## config.mk

```make
export PLATFORM = sky130hd
export DESIGN_NAME = ans_decode_scheduler
export DESIGN_NICKNAME = d
export VERILOG_FILES = /design/src/rtl/ans_decode_scheduler.sv
export SDC_FILE = /design/constraint.sdc
export NUM_CORES = 1
export LEC_CHECK = 0
export CAP_MARGIN = 10
export CORE_UTILIZATION = 41
export CTS_CLUSTER_SIZE = 14
export DETAILED_ROUTE_END_ITERATION = 7
export GPL_ROUTABILITY_DRIVEN = 0
export GPL_TIMING_DRIVEN = 0
export PLACE_DENSITY = 0.85
export SETUP_SLACK_MARGIN = 0.15
export SLEW_MARGIN = 15
export SYNTH_ARGS = -nofsm -noshare
export SYNTH_HDL_FRONTEND = slang
export SYNTH_SLANG_ARGS = --single-unit
```

## constraint.sdc

```tcl
create_clock -name clk -period 3.8 [get_ports clk]
set_input_delay 0.95 -clock clk [delete_from_list [all_inputs] [get_ports clk]]
set_output_delay 0.95 -clock clk [all_outputs]
set_load 0.05 [all_outputs]
```

## src/rtl/ans_decode_scheduler.sv

```systemverilog
// Sequences one ANS range calculator through a slice decode: word credit flow into the
// calculator FIFO, symbol lookup handshake, state update strobes and symbol emission.
module ans_decode_scheduler #(
    parameter int                     BITSTREAM_WIDTH = 32,
    parameter int                     STATE_WIDTH     = 32,
    parameter int                     SYM_W           = 8,
    parameter int                     CNT_W           = 16,
    parameter int                     FIFO_DEPTH      = 4,
    parameter logic [STATE_WIDTH-1:0] RENORM_THRESH   = 'h1000,
    parameter int                     TIMEOUT_CYC     = 1024
) (
    input  logic                       clk,
    input  logic                       rst_n,
    input  logic                       slice_start,
    input  logic [CNT_W-1:0]           slice_sym_count,
    output logic                       slice_busy,
    output logic                       slice_done,
    output logic                       error,
    input  logic [BITSTREAM_WIDTH-1:0] word_in,
    input  logic                       word_valid,
    output logic                       word_ready,
    output logic [BITSTREAM_WIDTH-1:0] rc_bitstream_in,
    output logic                       rc_bitstream_valid,
    input  logic [STATE_WIDTH-1:0]     rc_state,
    input  logic                       rc_state_valid,
    output logic                       rc_state_update,
    output logic [STATE_WIDTH-1:0]     rc_next_state,
    output logic                       sym_req,
    output logic [STATE_WIDTH-1:0]     sym_state,
    input  logic                       sym_ack,
    input  logic [STATE_WIDTH-1:0]     sym_next_state,
    input  logic [SYM_W-1:0]           sym_value,
    output logic [SYM_W-1:0]           sym_out,
    output logic                       sym_out_valid,
    input  logic                       sym_out_ready
);

    localparam int OCC_W = $clog2(FIFO_DEPTH + 1);
    localparam int TMO_W = $clog2(TIMEOUT_CYC + 1);
    localparam logic [OCC_W-1:0] OCC_FULL = OCC_W'(FIFO_DEPTH);
    localparam logic [TMO_W-1:0] TMO_LAST = TMO_W'(TIMEOUT_CYC - 1);

    typedef enum logic [2:0] {
        S_IDLE, S_LOOKUP, S_UPDATE, S_SETTLE, S_EMIT, S_DONE
    } state_t;

    state_t                 state_q, state_d;
    logic [OCC_W-1:0]       occ_q;
    logic [CNT_W-1:0]       remaining_q;
    logic [TMO_W-1:0]       stall_cnt_q;
    logic                   error_q;
    logic                   have_state_q;
    logic [STATE_WIDTH-1:0] sym_state_q;
    logic [STATE_WIDTH-1:0] next_state_q;
    logic [SYM_W-1:0]       sym_q;

    logic renorm, stall, timeout, ack_take, emit_take, pop;

    assign error              = error_q;
    assign rc_next_state      = next_state_q;
    assign sym_state          = sym_state_q;
    assign sym_out            = sym_q;
    assign word_ready         = slice_busy && (occ_q < OCC_FULL);
    assign rc_bitstream_in    = word_in;
    assign rc_bitstream_valid = word_valid && word_ready;

    // A renormalising update consumes one buffered word, so it may only issue with occ > 0
    assign renorm    = next_state_q < RENORM_THRESH;
    assign stall     = (state_q == S_UPDATE) && renorm && (occ_q == '0);
    assign timeout   = stall && (stall_cnt_q == TMO_LAST);
    assign ack_take  = sym_req && sym_ack;
    assign emit_take = sym_out_valid && sym_out_ready;
    assign pop       = rc_state_update && renorm;

    always_comb begin
        state_d         = state_q;
        slice_busy      = (state_q != S_IDLE);
        slice_done      = 1'b0;
        sym_req         = 1'b0;
        rc_state_update = 1'b0;
        sym_out_valid   = 1'b0;
        case (state_q)
            S_IDLE: begin
                if (slice_start)
                    state_d = (slice_sym_count == '0) ? S_DONE : S_LOOKUP;
            end
            S_LOOKUP: begin
                sym_req = have_state_q;
                if (have_state_q && sym_ack)
                    state_d = S_UPDATE;
            end
            S_UPDATE: begin
                if (stall) begin
                    if (stall_cnt_q == TMO_LAST)
                        state_d = S_DONE;
                end else begin
                    rc_state_update = 1'b1;
                    state_d         = S_SETTLE;
                end
            end
            S_SETTLE: state_d = S_EMIT;
            S_EMIT: begin
                sym_out_valid = 1'b1;
                if (sym_out_ready)
                    state_d = (remaining_q == CNT_W'(1)) ? S_DONE : S_LOOKUP;
            end
            S_DONE: begin
                slice_done = 1'b1;
                state_d    = S_IDLE;
            end
            default: state_d = S_IDLE;
        endcase
    end

    always_ff @(posedge clk) begin
        if (!rst_n) begin
            state_q      <= S_IDLE;
            occ_q        <= '0;
            remaining_q  <= '0;
            stall_cnt_q  <= '0;
            error_q      <= 1'b0;
            have_state_q <= 1'b0;
            sym_state_q  <= '0;
            next_state_q <= '0;
            sym_q        <= '0;
        end else begin
            state_q <= state_d;

            if (rc_bitstream_valid && !pop)
                occ_q <= occ_q + 1'b1;
            else if (pop && !rc_bitstream_valid)
                occ_q <= occ_q - 1'b1;

            if (state_q == S_IDLE && slice_start) begin
                remaining_q <= slice_sym_count;
                error_q     <= 1'b0;
            end else if (emit_take) begin
                remaining_q <= remaining_q - 1'b1;
            end
            if (timeout)
                error_q <= 1'b1;

            stall_cnt_q <= (stall && !timeout) ? stall_cnt_q + 1'b1 : '0;

            // Lookup state is captured on LOOKUP entry, or later if the calculator was not yet valid
            if (state_d == S_LOOKUP && state_q != S_LOOKUP) begin
                have_state_q <= rc_state_valid;
                sym_state_q  <= rc_state;
            end else if (state_q == S_LOOKUP && !have_state_q && rc_state_valid) begin
                have_state_q <= 1'b1;
                sym_state_q  <= rc_state;
            end else if (ack_take) begin
                have_state_q <= 1'b0;
            end

            if (ack_take) begin
                next_state_q <= sym_next_state;
                sym_q        <= sym_value;
            end
        end
    end

endmodule

```

Word level (Yosys, flattened, before mapping)
Index checks and enable logic that the tools add are counted.
{"block": "totals", "regBits": 107, "output_inout_bits": 112}
{"block": "op_classes", "n_addsub": 4, "n_lt_le_gt_ge": 2, "eq_ne": 9, "mux": 24, "n_reduce_logical": 30}
{"operator": "two-way mux 32 bit", "n": 2}
{"operator": "< comparator 32 x 13 -> 1 bit, second input constant", "n": 1}
{"operator": "two-way mux 16 bit", "n": 2}
{"operator": "two-way mux 3 bit", "n": 9}
{"operator": "== test 16 x 1 -> 1 bit, second input constant", "n": 1}
{"operator": "logical AND 1 bit", "n": 16}
{"operator": "zero test 16 bit", "n": 1}
{"operator": "subtractor 16 x 1 -> 16 bit, second input constant", "n": 1}
{"operator": "case mux 3 bit (5 select lines)", "n": 1}
{"operator": "adder 11 x 1 -> 11 bit, second input constant", "n": 1}
{"operator": "== test 11 x 10 -> 1 bit, second input constant", "n": 1}
{"operator": "two-way mux 1 bit", "n": 10}
{"operator": "nonzero test 2 bit", "n": 4}
{"operator": "== test 3 x 1 -> 1 bit, second input constant", "n": 2}
{"operator": "== test 3 x 2 -> 1 bit, second input constant", "n": 2}
{"operator": "== test 3 bit, second input constant", "n": 2}
{"operator": "zero test 3 bit", "n": 2}
{"operator": "nonzero test 3 bit", "n": 2}
{"operator": "zero test 1 bit", "n": 4}
{"operator": "adder 3 x 1 -> 3 bit, second input constant", "n": 1}
{"operator": "< comparator 3 bit, second input constant", "n": 1}
{"operator": "inequality test 3 x 1 -> 1 bit, second input constant", "n": 1}
{"operator": "subtractor 3 x 1 -> 3 bit, second input constant", "n": 1}
{"operator": "AND reduction 2 bit", "n": 1}

Longest topological paths before layout
Gate-level depths: netlist of the first run.
{"block": "depth", "ltp_word": 9, "mapped_depth": 11, "depth_no_buf": 11}

Least setup slack after synthesis of the first run
No wires, ideal clock.
{"block": "synth_path", "path_kind": "flip-flop to flip-flop", "start": "reg state_q[2]", "end": "reg occ_q[2]", "setup_ps": 70, "t_arrival_ps": 3661, "required_time_ps": 3730, "slack_ps": 68, "stages_incl_launch_ff": 11, "synth_period_minus_slack_ps": 3732, "path_cell_list": "dfxtp_1 > clkbuf_1 > or3_1 > nor2b_1 > and2_1 > ha_1 > inv_1 > fa_1 > xor2_1 > or3_1 > a21oi_1"}
{"block": "synth_via", "elab_cells_between_ends": 15, "classes_between": "eq/ne (1); mux (3); reduce/logical (11)"}
{"item": "start: declaration", "line": "47", "text": "state_t state_q, state_d;"}
{"item": "start signal: assignment", "line": "127", "text": "state_q <= state_d;"}
{"item": "nonzero test 3 bit (*)", "line": "77", "text": "slice_busy = (state_q != S_IDLE);"}
{"item": "named net slice_busy", "line": "16", "text": "output logic slice_busy,"}
{"item": "logical AND 1 bit (*)", "line": "63", "text": "assign word_ready = slice_busy && (occ_q < OCC_FULL);"}
{"item": "named net word_ready", "line": "21", "text": "output logic word_ready,"}
{"item": "logical AND 1 bit (*)", "line": "65", "text": "assign rc_bitstream_valid = word_valid && word_ready;"}
{"item": "named net rc_bitstream_valid", "line": "23", "text": "output logic rc_bitstream_valid,"}
{"item": "zero test 1 bit", "line": "131", "text": "else if (pop && !rc_bitstream_valid)"}
{"item": "logical AND 1 bit", "line": "131"}
{"item": "nonzero test 2 bit (no source line)"}
{"item": "end signal: assignment", "line": "130", "text": "occ_q <= occ_q + 1'b1;"}
{"item": "end signal: assignment", "line": "132", "text": "occ_q <= occ_q - 1'b1;"}
{"item": "end: declaration", "line": "48", "text": "logic [OCC_W-1:0] occ_q;"}
Mark *: on every way through the listed nets, which the timed path passes. The rest lies on a longest branch.
A chain may end at the register's enable or synchronous reset.

Worst setup path in the final report of the first run
{"block": "layout_path", "start": "reg state_q[2]", "end": "out rc_bitstream_valid"}
{"block": "layout_via", "elab_chain_len": 3}
{"item": "nonzero test 3 bit", "line": "77"}
{"item": "logical AND 1 bit", "line": "63"}
{"item": "logical AND 1 bit", "line": "65"}
{"item": "end: declaration", "line": "23"}
No other way between the ends.

==> results of run 1 <==
-- worst min path at each step --
stage | from | endpoint | slack, ns | cells after the start
after global placement | stall_cnt_q[0] | stall_cnt_q[0] | 0.44 | 1
after CTS | rc_next_state[4] | rc_next_state[4] | 0.46 | 2
after global routing | sym_state[20] | sym_state[20] | 0.47 | 2
after floorplan | stall_cnt_q[0] | stall_cnt_q[0] | 0.43 | 1
final | sym_out[5] | sym_out[5] | 0.46 | 2
after detailed placement | rc_next_state[4] | rc_next_state[4] | 0.45 | 2
-- layer usage --
metal	share of wire (%)	routed length (µm)
met3	6.1	810
met5	0	0
met4	2.9	378
met2	49	6430
met1	42	5610
-- sequential cells by signal, summed over array words and instances (netlist names) --
name	flops
sym_state	32
occ_q	3
rc_next_state	32
have_state_q	1
state_q	3
sym_out	8
error	1
stall_cnt_q	11
remaining_q	16
-- power breakdown --
group	internal (W)	switching, W
logic	0.000302	0.000402
registers	0.00118	0.0000369
clock network	0.000464	0.000453
-- Yosys cell counts, drive strengths merged (2+ instances only) --
master / number / area (µm²)
nand3: 10 / 50.1
a221oi: 3 / 26.3
clkbuf: 32 / 120
o41ai: 2 / 17.5
dfxtp: 107 / 2140
nor2: 30 / 113
nand4: 5 / 31.3
or4: 3 / 30.0
nor3b: 2 / 15.0
o21ai: 15 / 75.1
a31oi: 4 / 40.0
nor3: 8 / 40.0
a21oi: 63 / 315
xnor2: 5 / 43.8
nor4: 12 / 81.3
a32oi: 3 / 26.3
inv: 8 / 30.0
nand2: 160 / 601
ha: 4 / 50.1
o21a: 2 / 15.0
xor2: 5 / 43.8
or3: 3 / 18.8
and2: 4 / 25.0
and3b: 2 / 17.5
nor4b: 2 / 23.8
and3: 5 / 31.3
buf: 36 / 297
a21boi: 2 / 15.0
a22oi: 4 / 30.0
mux2i: 33 / 330
-- final cells by class --
cell class              count  area, µm²  share of cell area [%]
plain buffers              68        417                    5.65
clock buffers               9        225                    3.05
clock inverters             7       66.3                   0.899
inverters                   9       33.8                   0.458
multi-input cells         407       2260                    30.6
flip-flops and latches    107       2140                    29.0
well taps                 143        179                    2.43
repair buffers            205       2050                    27.8
-- stage by stage --
step	cells	hold WS, ns	util (%)	power [W]	area (µm²)
after global routing	955	0.472	64.3	0.00295	7380
after floorplan	591	0.426	-	0.00168	4850
after detailed placement	939	0.447	61.8	0.00194	7080
after global placement	939	0.441	61.8	0.00193	7080
after CTS	955	0.457	64.3	0.00286	7370
final	955	0.456	64.3	0.00283	7380
-- what timing repair did --
| item | CTS | global route |
|---|---|---|
| setup endpoints to repair | 0 | 1 |
| buffers inserted | 0 | 0 |
| gates resized for setup | 0 | 1 |
-- logic make-up (layout without fill, tap and decap cells) --
kind of cell    count (synthesis)  in the layout  share of synthesized area (%)
compound gates                106            106                           13.0
xor+xnor                       10             10                           1.81
fa+ha+maj                       5              5                           1.44
buf+inv                        77            298                           9.29
flops                         107            107                           44.2
mux                            33             33                           6.81
simple gates                  253            253                           23.5
-- worst reg2reg max path, delay by kind of cell (launching register included) --
kind	cells	cell delay (ns)
buffers and inverters	1	0.06
xor gates and xnor gates	1	0.16
and+or+nand+nor	6	1.65
AOI/OAI and AO/OA	1	0.14
adders and majority gates	2	0.55
DFF	1	0.34
==> results.rst, run 1 <==
.. list-table::
   :header-rows: 1

   * - Metric
     - Value
   * - Starting DRC count in detailed routing
     - 341
   * - Drt total wl
     - 13.2 mm
   * - Synth Flop Type
     - dfxtp_1
   * - Relative slew margins
     - 46.2%
   * - R2R cell count
     - 11
   * - Horiz. Die Dim
     - 111 µm
   * - Yosys warns
     - 0
   * - Count of mapped cells out of synthesis
     - 591
   * - Post-Synthesis Mean Instance Area
     - 8.21 µm²
   * - Worst flop-to-flop path endpoint
     - occ_q[2]
   * - Fmax achieved
     - 0.294 GHz
   * - Area growth from synthesis to layout
     - 52.1%
   * - Antenna diodes
     - 0
   * - Arr. time, crit path
     - 2.45 ns
   * - Antenna violations before repair
     - 0
   * - Synthesized area
     - 0.00485 mm²
   * - Class of the tightest hold or removal check
     - flip-flop to flip-flop
   * - Number of nets in the final layout
     - 939
   * - Setup CP Type
     - flip-flop to output pin
   * - Met1 track demand over resource in global routing
     - 25.3%
   * - Skew-Pair Late Insertion Delay
     - 0.34 ns
   * - Net count after synthesis
     - 723
   * - DRC
     - 0
   * - Max-Cap Viols
     - 0
   * - Period minus WS final
     - 3.40 ns
   * - Post-DP HPWL
     - 10.2 mm
   * - Critical Path Stages
     - 5
   * - Starting density of the core
     - 42.3%
   * - Iteration count of the initial detailed-routing pass
     - 5
   * - Global-route wire length before repair
     - 21.3 mm
   * - Crit path max fanout
     - 10
   * - Cell family with the largest share of critical-path delay
     - buffers and inverters
   * - Static Leak
     - 2.80 nW
   * - Total of buffers placed on input and output ports
     - 205
   * - Capturing element of the worst setup path
     - rc_bitstream_valid
   * - Post-Route Skew
     - 0.00926 ns
   * - Layout cells sized above 1
     - 7.27%
   * - Number of distinct library cells after synthesis
     - 53
   * - Die height
     - 111 µm
   * - Die Area
     - 0.0123 mm²
   * - Detailed-route via count
     - 4812
   * - Count of flip-flops with a built-in enable after synthesis
     - 0
   * - Highest ir drop seen on vdd
     - 0.261 mV
   * - Register area share after synthesis
     - 44.2%
   * - Worst-path cell chain
     - clkbuf_1, or3_1, nor2b_2, and2_1, clkdlybuf4s50_1
   * - Result of the run
     - completed
   * - Global-route track usage on met3
     - 5.08%
   * - Category of the worst setup path launch point
     - flip-flop
   * - Routed wire length per instance
     - 13.9 µm
   * - Pre-CTS WS
     - 0.502 ns
   * - Clock tree from TritonCTS
     - built
   * - Req. time, crit path
     - 2.85 ns
   * - Capturing element type of the critical path
     - output pin
   * - Max Transition Viols Final
     - 0
   * - Slowest stage cell, crit path
     - clkdlybuf4s50_1
   * - Mean number of vias per cell
     - 5.04
   * - Areal power density over the cells
     - 384 mW/mm²
   * - Final setup violating endpoints
     - 0
   * - Worst-case register-to-register setup slack
     - 0.83 ns
   * - GRT Util Overall
     - 21.2%
   * - Critical R2R Launch
     - state_q[2]
   * - Overflow after GRT
     - 0
   * - Number of fill cells
     - 963
   * - CTS H-tree depth
     - 3
   * - Most common cell after layout, fill and taps aside
     - clkdlybuf4s50_1
   * - IO Count
     - 239
   * - Number of buffer and inverter instances along the worst setup path
     - 2
   * - Hold buffers post-CTS
     - 0
   * - Final-report hold violation count
     - 0
   * - Placement row count
     - 39
   * - Worst-Margin Slew
     - 0.806 ns
   * - Clock buffer count from CTS
     - 9
   * - CTS root buffer
     - clkbuf_16
   * - Pin count of the biggest net entering global routing
     - 21
   * - Final worst setup slack
     - 0.402 ns
   * - Post-DRT Antenna Nets
     - 0
   * - Commonest cells after routing, fill and taps aside
     - clkdlybuf4s50_1 (204), nand2_1 (160), dfxtp_1 (107)
   * - Maximum clock insertion buffer count
     - 2
   * - Met2 usage in global routing
     - 36.7%
   * - Setup TNS after final layout
     - 0 ns
   * - Register bit count reported by yosys
     - 107
   * - Clock-pin slew on the worst setup and hold paths
     - 0.07 ns
   * - Core area
     - 0.0115 mm²
   * - Share of the clock period used by the worst path
     - 89.4%
   * - Number of global-route vias before repair
     - 4483
   * - Ys async rst share
     - 0%
   * - Unrepaired setup endpoints after global routing
     - no
   * - Clock net sink count
     - 107
   * - Routing layer with the top usage in global route
     - met2
   * - Peak per-stage delay on the critical path
     - 0.81 ns
   * - Launching element of the worst setup path
     - state_q[2]
Power figures use the tool's default switching activity.
==> run 2: changes to the inputs <==
--- a/config.mk
+++ b/config.mk
@@ -5,12 +5,13 @@
 export SDC_FILE = /design/constraint.sdc
 export NUM_CORES = 1
 export LEC_CHECK = 0
+export ABC_AREA = 0
 export CAP_MARGIN = 10
 export CORE_UTILIZATION = 41
 export CTS_CLUSTER_SIZE = 14
 export DETAILED_ROUTE_END_ITERATION = 7
-export GPL_ROUTABILITY_DRIVEN = 0
 export GPL_TIMING_DRIVEN = 0
+export HOLD_SLACK_MARGIN = 0.15
 export PLACE_DENSITY = 0.85
 export SETUP_SLACK_MARGIN = 0.15
 export SLEW_MARGIN = 15
==> results of run 2 <==
Same layout as run 1: the final DEF is identical, and so are final timing and power.
==> run 3: changes to the inputs <==
--- a/config.mk
+++ b/config.mk
@@ -13,6 +13,7 @@
 export GPL_TIMING_DRIVEN = 0
 export HOLD_SLACK_MARGIN = 0.15
 export PLACE_DENSITY = 0.85
+export RECOVER_POWER = 100
 export SETUP_SLACK_MARGIN = 0.15
 export SLEW_MARGIN = 15
 export SYNTH_ARGS = -nofsm -noshare
==> run 3 against run 2 <==
Effect of this change: critical path type unchanged; largest cell class unchanged; clock skew about the same; global-route usage stayed put; clock power hardly changed; first-iteration DRC count is 0.59% higher; critical path depth stayed put.
==> results.rst, run 3 (same netlist as run 1, synthesis figures left out) <==
.. list-table::
   :header-rows: 1

   * - Metric
     - Value
   * - Result of the run
     - completed
   * - Arr. time, crit path
     - 2.50 ns
   * - Maximum clock insertion buffer count
     - 2
   * - Clock tree from TritonCTS
     - built
   * - DRC
     - 0
   * - Layout cells sized above 1
     - 6.90%
   * - Unrepaired setup endpoints after global routing
     - no
   * - Relative slew margins
     - 37.3%
   * - CTS H-tree depth
     - 3
   * - Final setup violating endpoints
     - 0
   * - Share of the clock period used by the worst path
     - 90.9%
   * - Starting density of the core
     - 42.3%
   * - Fmax achieved
     - 0.290 GHz
   * - Static Leak
     - 3.02 nW
   * - Capturing element type of the critical path
     - output pin
   * - Post-DRT Antenna Nets
     - 0
   * - Antenna diodes
     - 0
   * - Worst-case hold slack
     - 0.453 ns
   * - Overflow after GRT
     - 0
   * - CTS root buffer
     - clkbuf_16
   * - Post-DP HPWL
     - 10.2 mm
   * - Max-Cap Viols
     - 0
   * - Commonest cells after routing, fill and taps aside
     - nand2_1 (160), dlygate4sd3_1 (114), dfxtp_1 (107)
   * - Setup TNS after final layout
     - 0 ns
   * - Category of the worst setup path launch point
     - flip-flop
   * - Period minus WS final
     - 3.45 ns
   * - Pin count of the biggest net entering global routing
     - 21
   * - GP Congestion
     - 0.853
   * - Mean number of vias per cell
     - 5.03
   * - Placement row count
     - 39
   * - PostCTS Resize Cnt
     - 0
   * - Post-Route Skew
     - 0.00933 ns
   * - Setup CP Type
     - flip-flop to output pin
   * - Final-report hold violation count
     - 0
   * - Highest ir drop seen on vdd
     - 0.259 mV
   * - Routed wire length per instance
     - 13.8 µm
   * - Clock buffer count from CTS
     - 9
   * - Detailed-route via count
     - 4803
   * - Utilization of the core after routing
     - 64.0%
   * - Area growth from synthesis to layout
     - 51.3%
   * - Starting DRC count in detailed routing
     - 343
   * - IO Count
     - 239
   * - Hold buffers post-CTS
     - 0
   * - GRT Util Overall
     - 21.2%
   * - Req. time, crit path
     - 2.85 ns
   * - Most common cell after layout, fill and taps aside
     - nand2_1
   * - Number of global-route vias before repair
     - 4483
   * - Critical R2R Launch
     - state_q[2]
   * - Capturing element of the worst setup path
     - rc_bitstream_valid
   * - Drt total wl
     - 13.2 mm
   * - R2R cell count
     - 7
   * - Clock-pin slew on the worst setup and hold paths
     - 0.07 ns
   * - Iteration count of the initial detailed-routing pass
     - 5
   * - Die Area
     - 0.0123 mm²
   * - Worst flop-to-flop path endpoint
     - sym_state[12]
   * - Areal power density over the cells
     - 382 mW/mm²
   * - Die height
     - 111 µm
   * - Horiz. Die Dim
     - 111 µm
   * - Clock net sink count
     - 107
   * - Worst-case register-to-register setup slack
     - 0.54 ns
   * - Total of buffers placed on input and output ports
     - 205
   * - Global-route wire length before repair
     - 21.3 mm
   * - Worst-Margin Slew
     - 0.936 ns
   * - Class of the tightest hold or removal check
     - flip-flop to flip-flop
   * - Launching element of the worst setup path
     - state_q[2]
   * - Antenna violations before repair
     - 0
   * - Skew-Pair Late Insertion Delay
     - 0.34 ns
   * - Max Transition Viols Final
     - 0
   * - Core area
     - 0.0115 mm²
   * - Number of nets in the final layout
     - 939
   * - # Post-CTS Setup Buffers
     - 0
   * - Crit path max fanout
     - 10
-- run 3: changes by cell type in the layout (fill, tap and decap cells not counted) --
cell,previous run,this run
clkbuf_1,32,34
a31oi_1,3,4
or4_2,0,1
dlygate4sd3_1,0,114
dlymetal6s2s_1,1,0
or4_4,2,0
or4_1,1,2
buf_6,1,0
a31oi_4,1,0
clkdlybuf4s50_1,204,90
-- run 3: cell type report --
| class | instances | area (µm²) |
|---|---|---|
| clock buffers | 9 | 225 |
| flip-flops and latches | 107 | 2140 |
| repair buffers | 205 | 2050 |
| plain buffers | 68 | 409 |
| clock inverters | 7 | 66.3 |
| well taps | 143 | 179 |
| fillers | 967 | 4130 |
| multi-input cells | 407 | 2240 |
| inverters | 9 | 33.8 |
-- run 3: report_power, final --
part           internal [W]  switching, W  leakage [nW]
Sequential          0.00118     0.0000351         0.872
Clock              0.000464      0.000455         0.138
Combinational      0.000279      0.000398          2.01
-- run 3: routing by layer --
| layer | GRT usage, % | share of wire, % | vias up |
|---|---|---|---|
| met3 | 5.08 | 6.1 | 28 |
| met1 | 25.3 | 42 | 2170 |
| met5 | 0 | 0 | - |
| met4 | 7.73 | 2.6 | 0 |
| li1 | - | - | 2414 |
| met2 | 36.7 | 49 | 191 |
-- run 3: metrics by stage --
stage | instances | setup slack (ns) | power [W] | instance area (µm²)
floorplan | 591 | 0.327 | 0.00168 | 4850
global placement | 939 | 0.506 | 0.00193 | 7080
detailed placement | 939 | 0.502 | 0.00194 | 7080
CTS | 955 | 0.170 | 0.00286 | 7370
global route | 955 | 0.236 | 0.00292 | 7340
finish | 955 | 0.347 | 0.00281 | 7340
-- run 3: how the worst min path moves through the flow --
stage	startpoint	to	slack (ns)	cells past startpoint
final	sym_out[5]	sym_out[5]	0.45	2
after global routing	sym_state[20]	sym_state[20]	0.47	2
after CTS	rc_next_state[4]	rc_next_state[4]	0.46	2
after detailed placement	rc_next_state[4]	rc_next_state[4]	0.45	2
after global placement	stall_cnt_q[0]	stall_cnt_q[0]	0.44	1
after floorplan	stall_cnt_q[0]	stall_cnt_q[0]	0.43	1
-- run 3: critical path, stage by stage, from the launching register on --
cell and delay (ns):
dfxtp_1 0.37, clkbuf_1 0.36, or3_1 0.23, nor2b_2 0.16, and2_1 0.16, dlygate4sd3_1 0.88
